`config.mk`:
```
export PLATFORM = sky130hd
export DESIGN_NAME = seg_scan_decoder
export DESIGN_NICKNAME = d
export VERILOG_FILES = /design/src/rtl/seg_pkg.sv /design/src/rtl/seg_code_decode.sv /design/src/rtl/seg_scan_decoder.sv
export SDC_FILE = /design/constraint.sdc
export NUM_CORES = 1
export LEC_CHECK = 0
export BUFFER_PORTS_ARGS = -buffer_cell sky130_fd_sc_hd__clkbuf_2
export CAP_MARGIN = 20
export CORE_MARGIN = 1.5
export CORE_UTILIZATION = 54
export CTS_BUF_LIST = sky130_fd_sc_hd__clkbuf_4 sky130_fd_sc_hd__clkbuf_8 sky130_fd_sc_hd__clkbuf_16
export DETAILED_ROUTE_END_ITERATION = 16
export PLACE_DENSITY = 0.78
export SYNTH_ARGS = -nofsm -noshare
export SYNTH_HDL_FRONTEND = slang
export SYNTH_SLANG_ARGS = --single-unit
```
`constraint.sdc`:
```
create_clock -name clk -period 2.8 [get_ports clk]
set_clock_uncertainty 0.2 [all_clocks]
set_input_delay 0.28 -clock clk [delete_from_list [all_inputs] [get_ports clk]]
set_output_delay 0.28 -clock clk [all_outputs]
set_load 0.03 [all_outputs]
```
`src/rtl/seg_pkg.sv`:
```
// Shared 7-segment definitions: active-low codes (bit 7 = a .. bit 1 = g, bit 0 = dp)
// and the scan FSM state type used by the display-bus reader.
package seg_pkg;

    localparam int SEG_A_BIT  = 7;
    localparam int SEG_B_BIT  = 6;
    localparam int SEG_C_BIT  = 5;
    localparam int SEG_D_BIT  = 4;
    localparam int SEG_E_BIT  = 3;
    localparam int SEG_F_BIT  = 2;
    localparam int SEG_G_BIT  = 1;
    localparam int SEG_DP_BIT = 0;

    // Codes carry dp unlit (bit 0 = 1); 0 = segment lit.
    localparam logic [7:0] SEG_0     = 8'h03;
    localparam logic [7:0] SEG_1     = 8'h9F;
    localparam logic [7:0] SEG_2     = 8'h25;
    localparam logic [7:0] SEG_3     = 8'h0D;
    localparam logic [7:0] SEG_4     = 8'h99;
    localparam logic [7:0] SEG_5     = 8'h49;
    localparam logic [7:0] SEG_6     = 8'h41;
    localparam logic [7:0] SEG_7     = 8'h1F;
    localparam logic [7:0] SEG_8     = 8'h01;
    localparam logic [7:0] SEG_9     = 8'h09;
    localparam logic [7:0] SEG_A     = 8'h11;
    localparam logic [7:0] SEG_B     = 8'hC1;
    localparam logic [7:0] SEG_C     = 8'h63;
    localparam logic [7:0] SEG_D     = 8'h85;
    localparam logic [7:0] SEG_E     = 8'h61;
    localparam logic [7:0] SEG_F     = 8'h71;
    localparam logic [7:0] SEG_BLANK = 8'hFF;

    typedef enum logic [1:0] {
        IDLE,
        SETTLE,
        SAMPLE,
        HOLD
    } scan_state_t;

endpackage

```
`src/rtl/seg_code_decode.sv`:
```
// Combinational decode of one active-low segment pattern back to a hex nibble,
// with blank/invalid classification; dp is reported independently of the match.
module seg_code_decode
    import seg_pkg::*;
(
    input  logic [7:0] seg,
    output logic [3:0] hex,
    output logic       dp,
    output logic       blank,
    output logic       invalid
);

    logic       match;
    logic [7:0] body;

    assign body = {seg[SEG_A_BIT:SEG_G_BIT], 1'b1};

    always_comb begin
        hex   = '0;
        match = 1'b1;
        case (body)
            SEG_0:   hex = 4'h0;
            SEG_1:   hex = 4'h1;
            SEG_2:   hex = 4'h2;
            SEG_3:   hex = 4'h3;
            SEG_4:   hex = 4'h4;
            SEG_5:   hex = 4'h5;
            SEG_6:   hex = 4'h6;
            SEG_7:   hex = 4'h7;
            SEG_8:   hex = 4'h8;
            SEG_9:   hex = 4'h9;
            SEG_A:   hex = 4'hA;
            SEG_B:   hex = 4'hB;
            SEG_C:   hex = 4'hC;
            SEG_D:   hex = 4'hD;
            SEG_E:   hex = 4'hE;
            SEG_F:   hex = 4'hF;
            default: match = 1'b0;
        endcase
    end

    assign blank   = (body == SEG_BLANK);
    assign invalid = !match && !blank;
    assign dp      = ~seg[SEG_DP_BIT];

endmodule

```
`src/rtl/seg_scan_decoder.sv`:
```
// Reader for a multiplexed common-anode 7-seg bus: synchronises the lines, samples each
// digit once per scan visit, debounces per digit and publishes stable frames over valid/ready.
module seg_scan_decoder
    import seg_pkg::*;
#(
    parameter int NUM_DIGITS = 2,
    parameter int SETTLE_CYC = 4,
    parameter int STABLE_CNT = 3,
    localparam int DW = (NUM_DIGITS > 1) ? $clog2(NUM_DIGITS) : 1
) (
    input  logic                    clk,
    input  logic                    rst_n,
    input  logic [7:0]              seg_in,
    input  logic [NUM_DIGITS-1:0]   dig_en,
    output logic [4*NUM_DIGITS-1:0] dout,
    output logic [NUM_DIGITS-1:0]   dp_out,
    output logic                    out_valid,
    input  logic                    out_ready,
    output logic                    err,
    output logic [DW-1:0]           err_digit
);

    localparam int FW = 5 * NUM_DIGITS;

    logic [7:0]            seg_s1, seg_s2;
    logic [NUM_DIGITS-1:0] dig_s1, dig_s2;

    scan_state_t           state, state_nxt;
    logic [3:0]            cnt, cnt_nxt;
    logic [NUM_DIGITS-1:0] cur_en;
    logic [DW-1:0]         cur_idx, hot_idx;
    logic                  latch_cur, do_sample;

    logic [3:0]            dec_hex;
    logic                  dec_dp, dec_blank, dec_invalid;

    logic [3:0]            cand_hex [NUM_DIGITS];
    logic                  cand_dp  [NUM_DIGITS];
    logic [2:0]            stab     [NUM_DIGITS];
    logic [NUM_DIGITS-1:0] committed;
    logic                  cur_eq;
    logic [2:0]            stab_inc;

    logic [FW-1:0]         frame, last_pub, shadow;
    logic                  pub_any, pending, pub_req;

    always_ff @(posedge clk or negedge rst_n) begin
        if (!rst_n) begin
            seg_s1 <= '0;
            seg_s2 <= '0;
            dig_s1 <= '0;
            dig_s2 <= '0;
        end else begin
            seg_s1 <= seg_in;
            seg_s2 <= seg_s1;
            dig_s1 <= dig_en;
            dig_s2 <= dig_s1;
        end
    end

    always_comb begin
        hot_idx = '0;
        for (int unsigned i = 0; i < NUM_DIGITS; i++)
            if (dig_s2[i]) hot_idx = DW'(i);
    end

    always_comb begin
        state_nxt = state;
        cnt_nxt   = cnt;
        latch_cur = 1'b0;
        do_sample = 1'b0;
        case (state)
            IDLE: begin
                if ($onehot(dig_s2)) begin
                    state_nxt = SETTLE;
                    cnt_nxt   = '0;
                    latch_cur = 1'b1;
                end
            end
            SETTLE: begin
                if (dig_s2 != cur_en)
                    state_nxt = IDLE;
                else if (cnt == 4'(SETTLE_CYC - 1))
                    state_nxt = SAMPLE;
                else
                    cnt_nxt = cnt + 4'd1;
            end
            SAMPLE: begin
                do_sample = 1'b1;
                state_nxt = HOLD;
            end
            HOLD: begin
                if (dig_s2 != cur_en) state_nxt = IDLE;
            end
            default: state_nxt = IDLE;
        endcase
    end

    always_ff @(posedge clk or negedge rst_n) begin
        if (!rst_n) begin
            state   <= IDLE;
            cnt     <= '0;
            cur_en  <= '0;
            cur_idx <= '0;
        end else begin
            state <= state_nxt;
            cnt   <= cnt_nxt;
            if (latch_cur) begin
                cur_en  <= dig_s2;
                cur_idx <= hot_idx;
            end
        end
    end

    seg_code_decode u_dec (
        .seg     (seg_s2),
        .hex     (dec_hex),
        .dp      (dec_dp),
        .blank   (dec_blank),
        .invalid (dec_invalid)
    );

    // Candidate identity includes dp so a dp-only change restarts debounce.
    assign cur_eq   = ({dec_hex, dec_dp} == {cand_hex[cur_idx], cand_dp[cur_idx]});
    assign stab_inc = (stab[cur_idx] < 3'(STABLE_CNT)) ? stab[cur_idx] + 3'd1 : stab[cur_idx];

    always_ff @(posedge clk or negedge rst_n) begin
        if (!rst_n) begin
            cand_hex  <= '{default: '0};
            cand_dp   <= '{default: 1'b0};
            stab      <= '{default: '0};
            committed <= '0;
            err       <= 1'b0;
            err_digit <= '0;
        end else begin
            err <= do_sample && dec_invalid;
            if (do_sample && dec_invalid) err_digit <= cur_idx;
            if (do_sample) begin
                if (dec_blank || dec_invalid) begin
                    stab[cur_idx]      <= '0;
                    committed[cur_idx] <= 1'b0;
                end else if (cur_eq) begin
                    stab[cur_idx] <= stab_inc;
                    if (stab_inc == 3'(STABLE_CNT)) committed[cur_idx] <= 1'b1;
                end else begin
                    cand_hex[cur_idx]  <= dec_hex;
                    cand_dp[cur_idx]   <= dec_dp;
                    stab[cur_idx]      <= 3'd1;
                    committed[cur_idx] <= (STABLE_CNT == 1);
                end
            end
        end
    end

    always_comb begin
        frame = '0;
        for (int unsigned i = 0; i < NUM_DIGITS; i++) begin
            frame[4*i +: 4]            = cand_hex[i];
            frame[4*NUM_DIGITS + i]    = cand_dp[i];
        end
    end

    assign pub_req = (&committed) && (!pub_any || (frame != last_pub));

    // A fresh frame supersedes any pending shadow; the shadow only reloads after a low cycle.
    always_ff @(posedge clk or negedge rst_n) begin
        if (!rst_n) begin
            dout      <= '0;
            dp_out    <= '0;
            out_valid <= 1'b0;
            last_pub  <= '0;
            shadow    <= '0;
            pub_any   <= 1'b0;
            pending   <= 1'b0;
        end else begin
            if (out_valid && out_ready) out_valid <= 1'b0;
            if (pub_req) begin
                last_pub <= frame;
                pub_any  <= 1'b1;
                if (!out_valid) begin
                    {dp_out, dout} <= frame;
                    out_valid      <= 1'b1;
                    pending        <= 1'b0;
                end else begin
                    shadow  <= frame;
                    pending <= 1'b1;
                end
            end else if (!out_valid && pending) begin
                {dp_out, dout} <= shadow;
                out_valid      <= 1'b1;
                pending        <= 1'b0;
            end
        end
    end

endmodule

```
-- After elaboration in Yosys (flattened, before gate mapping)
Cells that the tools add are included.
- add/sub/neg operators: 3
- $mul: 0
- divide/modulo/power cells: 0
- magnitude comparators: 5
- eq/ne operators: 32
- shift operators: 0
- multiplexer cells: 54
- bitwise logic cells: 12
- reduce and logical (&&, ||, !) cells: 25
- operators by type and width (kind ; number):
    one-hot mux 4 bit (15 select lines) ; 1
    equality test 7 x 6 -> 1 bit (second input constant) ; 5
    equality test 7 bit (second input constant) ; 5
    two-way mux 4 bit ; 7
    two-way mux 8 bit ; 3
    two-way mux 2 bit ; 10
    two-way mux 1 bit ; 17
    OR reduction 16 bit ; 1
    two-way mux 3 bit ; 5
    equality test 7 x 3 -> 1 bit (second input constant) ; 2
    equality test 7 x 4 -> 1 bit (second input constant) ; 2
    two-way mux 6 bit ; 2
    != test 10 bit ; 1
    != test 2 bit (second input constant) ; 5
    bitwise mux 8 bit ; 1
    one-hot mux 2 bit (4 select lines) ; 1
    one-hot mux 4 bit (2 select lines) ; 1
    AND reduction 2 bit ; 4
    equality test 7 x 1 -> 1 bit (second input constant) ; 1
    equality test 7 x 5 -> 1 bit (second input constant) ; 1
    logical AND 1 bit ; 7
    logical NOT 7 bit ; 1
    AND 6 bit ; 1
    bitwise mux 6 bit ; 1
    34 further kinds ; 46
- register bits: 82
- bits in latches: 0
- memory bits (writable): 0
- bits in read-only memories: 0
- bits of input ports: 13
- output and inout bits: 13
- word-level logic and storage cells: 155
- memories: 0

-- Longest topological paths before layout
Gate-level depths: netlist of the first run.
- word-level depth: 10
- mapped depth: 9
- depth with buffers taken out: 7

-- Cells and area by module
A second synthesis of the first run with hierarchy kept.
- cell total of the unflattened synthesis: 358
- area total of the unflattened synthesis: 3918.8 um^2
- by module, submodules not included (module ; times used ; cells an instance ; area each (um^2) ; sequential area each (um^2)):
    seg_scan_decoder ; 1 ; 303 ; 3529.6 ; 2026.9
    seg_code_decode ; 1 ; 55 ; 389.1 ; 0.0

-- Least setup slack after synthesis of the first run
OpenSTA, ideal clock, no wires.
- kind: reg2reg
- start point: register seg_s2[2]
- end point: register cand_hex[0] in the netlist's numbering
- setup time: 0.128 ns
- arrival time: 2.369 ns
- setup slack: 0.104 ns
- stages on the path, launching flop included: 9
- path buffers: 1
- clock period less this slack: 2.696 ns
- cell sequence: dfrtp_1 -> buf_2 -> nor4bb_1 -> o211a_1 -> or4b_4 -> xnor2_2 -> nor4_4 -> nor3b_4 -> mux2_1
- cells in the longest elaborated chain, start to end: 8
- elaborated cells on any way between the ends: 29
- RTL lines (item ; line ; RTL):
    from (decl) ; seg_scan_decoder.sv:25 ; logic [7:0] seg_s1, seg_s2;
    from (signal assigned) ; seg_scan_decoder.sv:55 ; seg_s2 <= seg_s1;
    equality test 7 x 1 -> 1 bit (tied with other cells) ; seg_code_decode.sv:21 ; case (body)
    OR reduction 16 bit (no line) ; - ;
    two-way mux 1 bit ; seg_code_decode.sv:21 ;
    logical NOT 1 bit ; seg_code_decode.sv:43 ; assign invalid = !match && !blank;
    logical AND 1 bit ; seg_code_decode.sv:43 ;
    logical OR 1 bit ; seg_scan_decoder.sv:139 ; if (dec_blank || dec_invalid) begin
    NOT 1 bit (no line) ; - ;
    AND reduction 3 bit (no line) ; - ;
    to (signal, indexed assignment) ; seg_scan_decoder.sv:146 ; cand_hex[cur_idx] <= dec_hex;
    to (decl) ; seg_scan_decoder.sv:37 ; logic [3:0] cand_hex [NUM_DIGITS];
Several ways; a longest one is shown, not always the timed one.
A chain may end at the register's enable or synchronous reset.

-- Final worst setup path of the first run
- start point: register seg_s2[4]
- end point: register cand_hex[5] in the netlist's numbering
Same word-level chain as after synthesis.

==> results.txt, run 1 <==
----------------------------------------------------
[Synth]
  Leading cell type by number of instances after synthesis ... sky130_fd_sc_hd__dfrtp_1
  EDFF count, synth ... 0
  Syn Inst Count ... 316
  Post-synth design cell area ... 3710 sq um
  Leading post-synthesis cells by cell area ... sky130_fd_sc_hd__dfrtp_1 55%, sky130_fd_sc_hd__mux2_2 5.8%, sky130_fd_sc_hd__mux2_1 2.7%
  Post-Synth Adder-Cell Area ... 0.337%
  Portion of the post-synthesis area used by sequential elements ... 54.6%
  Number of warnings issued by yosys ... 0
  Top post-synthesis cells by count ... 81 x sky130_fd_sc_hd__dfrtp_1, 22 x sky130_fd_sc_hd__nor2_1, 21 x sky130_fd_sc_hd__nand2_1
  Post-synthesis average cell area ... 11.8 sq um
  Syn_nets ... 330
  Synth area leader ... sky130_fd_sc_hd__dfrtp_1
  Share of cell area taken by muxes after synthesis ... 10.9%
  Area share of the largest cell type after synthesis ... 54.6%
  Synth Area in Compound Gates ... 9.94%
  Ys flop type ... sky130_fd_sc_hd__dfrtp_1
  Number of synthesized register bits ... 81
  Synthesized-area fraction occupied by and/or/nand/nor cells ... 17.0%
  Largest family of logic cells by synthesized area ... simple AND/OR/NAND/NOR gates
  Async S/R FF share, synth ... 100%
  Xor/xnor share of the synthesized area ... 4.45%
  Post-synth cell types ... 56

[Setup path]
  Top fanout value on the critical path ... 7
  Kind of cell with the highest combined delay on the critical path ... simple AND/OR/NAND/NOR gates
  R2R Path Start ... seg_s2[4]$_DFF_PN0_
  Category of the worst setup path launch point ... flop
  Slowest stage delay, CP ... 560 ps
  List of cells traversed by the critical path ... nor4b_1, o31ai_1, or4b_4, xnor2_4, nor4_4, nor3b_4, mux2_1
  Worst EP required ... 2830 ps
  First element of the critical path ... seg_s2[4]$_DFF_PN0_
  Slowest cell on the critical path ... sky130_fd_sc_hd__or4b_4
  Worst Path Arrival ... 2860 ps
  CP Class ... flop to flop
  End of the worst register-to-register path ... cand_hex[5]$_DFFE_PN0P_
  FF-to-FF setup slack ... -40 ps
  CP bufs+invs ... 0
  Depth of the worst register-to-register path ... 7
  Type of destination of the critical path ... flop

[Timing]
  Final setup slack of the worst path ... -37.1 ps
  Total negative setup slack ... -105 ps
  Max-slew headroom at the worst pin ... 35.9%
  Count of pins over their slew limit ... 0
  Setup violation total in the final timing report ... 7
  Final hold violation count ... 0
  Period minus WS final ... 2840 ps
  Max Fclk ... 0.352 GHz
  Transition time of the tightest slew-check pin ... 961 ps
  Post-route clock period utilization ... 101%

[Drt]
  Post-route antenna net violation count ... 0
  Wire length after detailed routing ... 6740 um
  Iteration-0 DRC Markers ... 100
  Drt via density ... 5.56
  Number of detailed-route iterations in the first pass ... 4
  Final routed DRC violation total ... 0
  Wire per inst ... 14.9 um
  Total via count after detailed routing ... 2526

[Floorplanning]
  Floorplan core area ... 6720 sq um
  Die X ... 85.9 um
  Standard-cell row count ... 30
  Effective utilization at floorplan ... 55.3%
  Floorplan die area ... 7380 sq um
  I/O pin count ... 26
  Die outline height ... 85.9 um

[GRT]
  Antenna violations before repair ... 0
  Pin count of the biggest net entering global routing ... 82
  Wire length of the first global-routing pass ... 11200 um
  Total gr overflow ... 0
  GRT Resource Usage Total ... 19.6%
  Vias in the first global route ... 2468

[Pwr]
  Net load switching power ... 691 uW
  Switching share of total power ... 25.0%
  Internal power consumption ... 2070 uW
  Portion of total power attributed to combinational logic ... 13.4%
  Power share of the clock group ... 38.5%
  Power per cell area ... 623 nW/um^2
  Leak pwr ... 0.00214 uW
  Maximum vdd drop ... 0.408 mV
  Final total power ... 2770 uW
  Proportion of power drawn by flip-flops and latches ... 48.0%

[Finish]
  Core occupancy in the finished layout ... 66.1%
  Synthesis-to-layout area growth ... 19.6%
  Proportion of layout cells with a drive suffix above 1 ... 27.8%
  Antenna Diode Count ... 0
  Post-layout instance count excluding filler cells ... 454
  NumNets Final ... 383

[Hold path]
  Destination of the worst hold path ... seg_s2[6]$_DFF_PN0_
  Hold/Removal Path Class ... flop to flop
  Hold path startpoint ... seg_s1[6]$_DFF_PN0_
  Hold Path Cell Cnt ... 0

[Clock tree]
  Number of CTS-inserted buffers ... 9
  CTS Buffer Depth ... 2
  Clock input transition at the sequential cells of the worst setup and hold paths ... 80 ps
  CTS sink count ... 81
  CTS tree ... built
  Cell at the root of the clock tree ... sky130_fd_sc_hd__clkbuf_8
  H-tree depth ... 3
  Worst-skew pair later-pin latency ... 350 ps

[Outcome]
  Status ... finished, violations left
  Failing checks ... negative setup slack

[Placed design]
  Number of placed instances with taps included ... 420
  Port Buffers ... 25
  Final Wtd Congestion ... 0.796
  Half-perimeter wire length after detailed placement ... 4520 um

[Run]
  Maximum capacitance violations ... 0

----------------------------------------------------
==> state kept, by name, summed over array words and instances (netlist names), 2 cells and up, named ones only <==
register and cells:
cur_en 2, last_pub 10, cand_hex 8, shadow 10, seg_s2 8, stab 6, seg_s1 8, dp_out 2
cand_dp 2, dout 8, dig_s1 2, cnt 4, dig_s2 2
==> final cells by class <==
type / count / area [sq um]
clock inverter: 4 / 98.8
tap: 80 / 100
multi-input combinational: 213 / 1620
timing repair buffer: 58 / 405
inverter: 6 / 22.5
fill: 503 / 2280
clock buffer: 12 / 159
sequential: 81 / 2030
==> power by group through the flow <==
stage | registers, uW | clock network, uW | logic (uW)
after floorplan | 1320 | 0 | 270
after global placement | 1350 | 0 | 338
after detailed placement | 1350 | 0 | 347
after CTS | 1330 | 1080 | 363
after global routing | 1340 | 1120 | 415
final | 1330 | 1070 | 371
==> kinds of logic (layout without fill, tap and decap cells) <==
kind of cell,after synthesis,after routing
fa+ha+maj,1,1
compound gates,57,57
simple gates,100,100
mux,37,37
xor+xnor,18,18
buf+inv,22,80
flops,81,81
==> per-layer routing <==
| metal | global-route usage (%) | part of all wire, % | wire [um] | up-vias |
|---|---|---|---|---|
| li1 | - | - | - | 1238 |
| met1 | 23.5 | 44 | 2990 | 1229 |
| met2 | 33.9 | 50 | 3400 | 43 |
| met3 | 5.87 | 3.1 | 212 | 16 |
| met4 | 6.16 | 2.2 | 148 | 0 |
| met5 | 0 | 0 | 0 | - |
==> worst max-delay path by stage <==
stage / endpoint / slack (ps) / cells past startpoint
4_1_cts: cand_hex[5]$_DFFE_PN0P_ / 20 / 8
3_3_place_gp: cand_hex[4]$_DFFE_PN0P_ / 40 / 7
6_report: cand_hex[5]$_DFFE_PN0P_ / -40 / 7
3_5_place_dp: cand_hex[5]$_DFFE_PN0P_ / -3 / 8
2_1_floorplan: cand_hex[0]$_DFFE_PN0P_ / 100 / 8
5_1_grt: cand_hex[5]$_DFFE_PN0P_ / -80 / 7
==> stage by stage <==
stage,cell area (sq um),hold WS (ps),setup WS [ps]
floorplan,3710,-216,104
global placement,3970,132,42.8
detailed placement,3970,135,-2.58
CTS,4360,148,20.4
global route,4440,150,-82.6
finish,4440,147,-37.1
==> worst register-to-register path: cells and delay by family (launching register included) <==
kind / cells / cell delay (ps)
AOI/OAI and AO/OA: 1 / 370
DFF: 1 / 460
muxes: 1 / 360
and+or+nand+nor: 4 / 1130
xor gates and xnor gates: 1 / 200
==> placed cells by master (no fill, tap or decap), types with 9 or more instances in the layout <==
cell / Yosys / final
sky130_fd_sc_hd__a21oi_1: 11 / 11
sky130_fd_sc_hd__a22oi_1: 10 / 10
sky130_fd_sc_hd__buf_4: 2 / 22
sky130_fd_sc_hd__clkbuf_2: 0 / 24
sky130_fd_sc_hd__clkbuf_8: 0 / 11
sky130_fd_sc_hd__dfrtp_1: 81 / 76
sky130_fd_sc_hd__dlygate4sd3_1: 0 / 12
sky130_fd_sc_hd__mux2_2: 19 / 19
sky130_fd_sc_hd__nand2_1: 21 / 21
sky130_fd_sc_hd__nor2_1: 22 / 22
sky130_fd_sc_hd__o21ai_0: 17 / 17
sky130_fd_sc_hd__xor2_1: 9 / 9
==> repair_timing <==
| action | in CTS | in global routing |
|---|---|---|
| endpoints found under the hold margin | 92 | 0 |
| hold buffers | 12 | 0 |
| endpoints found under the setup margin | 4 | 15 |
| setup buffers | 0 | 7 |
| gates resized for setup | 1 | 10 |
| pin swaps | 1 | 1 |
Note: power is estimated with default switching activity, not from simulation.
==> inputs of run 2 (changes only) <==
--- a/config.mk
+++ b/config.mk
@@ -11,7 +11,7 @@
 export CORE_UTILIZATION = 54
 export CTS_BUF_LIST = sky130_fd_sc_hd__clkbuf_4 sky130_fd_sc_hd__clkbuf_8 sky130_fd_sc_hd__clkbuf_16
 export DETAILED_ROUTE_END_ITERATION = 16
-export PLACE_DENSITY = 0.78
+export PLACE_DENSITY = 0.75
 export SYNTH_ARGS = -nofsm -noshare
 export SYNTH_HDL_FRONTEND = slang
 export SYNTH_SLANG_ARGS = --single-unit
==> constraint.sdc (replaced) <==
create_clock -name clk -period 2.8 [get_ports clk]
set_clock_uncertainty 0.2 [all_clocks]
set_input_delay 0.42 -clock clk [delete_from_list [all_inputs] [get_ports clk]]
set_output_delay 0.42 -clock clk [all_outputs]
set_load 0.03 [all_outputs]
==> run 2 against run 1 <==
  * The flow now finishes without violations
  * Global-route usage increased by 0.34 points
  * Cell area increased by 1.3%
  * Critical endpoint is now cand_hex[3]$_DFFE_PN0P_
  * Flip-flop and latch count unchanged
==> results.txt, run 2 (same netlist as run 1, synthesis figures left out) <==
----------------------------------------------------
[Outcome]
  Status ... finished, final reports clean

[Setup path]
  End of the worst register-to-register path ... cand_hex[3]$_DFFE_PN0P_
  Slowest cell on the critical path ... sky130_fd_sc_hd__or4b_4
  Worst EP required ... 2830 ps (about the same)
  FF-to-FF setup slack ... 60 ps (+90 ps)
  Slowest stage delay, CP ... 580 ps (+20 ps)
  Category of the worst setup path launch point ... flop
  R2R Path Start ... seg_s2[4]$_DFF_PN0_
  Worst Path Arrival ... 2770 ps (-90 ps)
  Top fanout value on the critical path ... 7 (unchanged)
  Depth of the worst register-to-register path ... 7 (unchanged)
  Type of destination of the critical path ... flop
  First element of the critical path ... seg_s2[4]$_DFF_PN0_
  CP Class ... flop to flop
  List of cells traversed by the critical path ... and4_4, and3_4, or4b_4, xnor2_4, nor4_4, nor3b_4, mux2_1
  Destination of the critical timing path ... cand_hex[3]$_DFFE_PN0P_

[Pwr]
  Power per cell area ... 610 nW/um^2 (-2.0%)
  Portion of total power attributed to combinational logic ... 14.0% (+0.6 points)
  Maximum vdd drop ... 0.374 mV (-8.2%)
  Switching share of total power ... 25.9% (+0.88 points)
  Internal power consumption ... 2040 uW (-1.9%)
  Power share of the clock group ... 37.5% (-1.0 points)
  Proportion of power drawn by flip-flops and latches ... 48.6% (+0.6 points)
  Net load switching power ... 710 uW (+2.8%)
  Leak pwr ... 0.00215 uW (+0.48%)

[Clock tree]
  Cell at the root of the clock tree ... sky130_fd_sc_hd__clkbuf_8
  H-tree depth ... 3 (unchanged)
  Number of CTS-inserted buffers ... 9 (unchanged)
  Worst-skew pair later-pin latency ... 350 ps (about the same)
  CTS sink count ... 81 (unchanged)
  CTS tree ... built
  CTS Buffer Depth ... 2 (unchanged)
  Clock input transition at the sequential cells of the worst setup and hold paths ... 80 ps (about the same)

[Timing]
  Max-slew headroom at the worst pin ... 61.9% (+26 points)
  Final hold slack ... 38.4 ps (-109 ps)
  Unrepaired setup endpoints after global routing ... yes
  Final hold violation count ... 0 (unchanged)
  Period minus WS final ... 2740 ps (-93.7 ps)
  Total negative setup slack ... 0 ps (+105 ps)
  Post-route clock period utilization ... 98.0% (-3.3 points)
  Max Fclk ... 0.365 GHz (+3.4%)
  Setup violation total in the final timing report ... 0 (-7)
  Count of pins over their slew limit ... 0 (unchanged)
  Transition time of the tightest slew-check pin ... 571 ps (-390 ps)

[GRT]
  Pin count of the biggest net entering global routing ... 45 (-45%)
  Total gr overflow ... 0 (unchanged)
  GRT Resource Usage Total ... 19.9% (+0.34 points)
  Wire length of the first global-routing pass ... 11300 um (+0.93%)
  Vias in the first global route ... 2407 (-2.5%)
  Antenna violations before repair ... 0 (unchanged)

[Drt]
  Drt via density ... 5.53 (-0.64%)
  Post-route antenna net violation count ... 0 (unchanged)
  Wire per inst ... 14.9 um (+0.41%)
  Total via count after detailed routing ... 2532 (+0.24%)
  Final routed DRC violation total ... 0 (unchanged)
  Wire length after detailed routing ... 6830 um (+1.3%)
  Iteration-0 DRC Markers ... 90 (-10%)
  Number of detailed-route iterations in the first pass ... 4 (unchanged)

[Placed design]
  Port Buffers ... 25 (unchanged)
  Half-perimeter wire length after detailed placement ... 4690 um (+3.9%)
  Number of placed instances with taps included ... 425 (+1.2%)
  Final Wtd Congestion ... 0.894 (+12%)

[Floorplanning]
  Floorplan core area ... 6720 sq um (unchanged)
  Die outline height ... 85.9 um (unchanged)
  Effective utilization at floorplan ... 55.3% (unchanged)
  Standard-cell row count ... 30 (unchanged)
  Floorplan die area ... 7380 sq um (unchanged)
  Die X ... 85.9 um (unchanged)
  I/O pin count ... 26 (unchanged)

[Finish]
  Synthesis-to-layout area growth ... 21.2%
  Proportion of layout cells with a drive suffix above 1 ... 29.6% (+1.8 points)
  NumNets Final ... 387 (+1.0%)
  Largest registers ... last_pub: 10 flops, shadow: 10 flops
  Leading cell types in the layout, fill and taps excluded ... 75 x sky130_fd_sc_hd__dfrtp_1, 25 x sky130_fd_sc_hd__buf_4, 24 x sky130_fd_sc_hd__clkbuf_2
  Antenna Diode Count ... 0 (unchanged)
  Commonest non-fill, non-tap cell in the layout ... sky130_fd_sc_hd__dfrtp_1
  Post-layout instance count excluding filler cells ... 458 (+0.88%)

[Hold path]
  Hold/Removal Path Class ... input pin to flop

[Run]
  Maximum capacitance violations ... 0 (unchanged)

----------------------------------------------------
run 2: final cells by class:
cell class	count	area [sq um]
sequential	81	2030
inverter	6	22.5
multi-input combinational	213	1650
clock inverter	6	115
fill	488	2220
timing repair buffer	62	449
clock buffer	10	131
tap	80	100
run 2: worst min-delay path by stage:
stage,cells past startpoint,slack (ps),startpoint,endpoint
floorplan,0,-80,rst_n,async pin
global placement,0,130,seg_s1[1]$_DFF_PN0_,seg_s2[1]$_DFF_PN0_
detailed placement,0,140,seg_s1[3]$_DFF_PN0_,seg_s2[3]$_DFF_PN0_
CTS,2,20,out_ready,out_valid$_DFF_PN0_
global route,2,40,out_ready,out_valid$_DFF_PN0_
finish,2,40,out_ready,out_valid$_DFF_PN0_
run 2: power groups by stage:
stage,combinational [uW],sequential [uW],clock [uW]
3_5_place_dp,359,1350,0
5_1_grt,426,1340,1110
3_3_place_gp,344,1350,0
2_1_floorplan,270,1320,0
6_report,384,1330,1030
4_1_cts,373,1330,1050
run 2: critical path, delay by kind of cell (launching register included):
kind | cells | cell delay [ps]
flip-flops | 1 | 460
AND/OR/NAND/NOR | 5 | 1470
XOR/XNOR | 1 | 170
multiplexers | 1 | 330
run 2: routing by layer:
metal  global-route usage [%]  up-vias  part of all wire [%]
li1                         -     1238                     -
met1                     25.7     1230                    46
met2                     32.8       51                    49
met3                     4.72       13                   3.1
met4                     7.62        0                   1.7
met5                        0        -                     0
run 2: what timing repair did:
action,in CTS,in global routing
endpoints found under the setup margin,0,18
gates resized for setup,0,17
hold buffers,11,0
setup buffers,0,7
endpoints found under the hold margin,53,0
run 2: stage by stage:
stage,util (%),setup WS (ps),area (sq um),total power [uW]
finish,67.0,56.6,4500,2750
global route,67.0,-55.8,4500,2870
CTS,65.2,19.1,4380,2760
detailed placement,59.9,29.9,4020,1710
global placement,59.9,109,4020,1690
floorplan,-,104,3710,1590
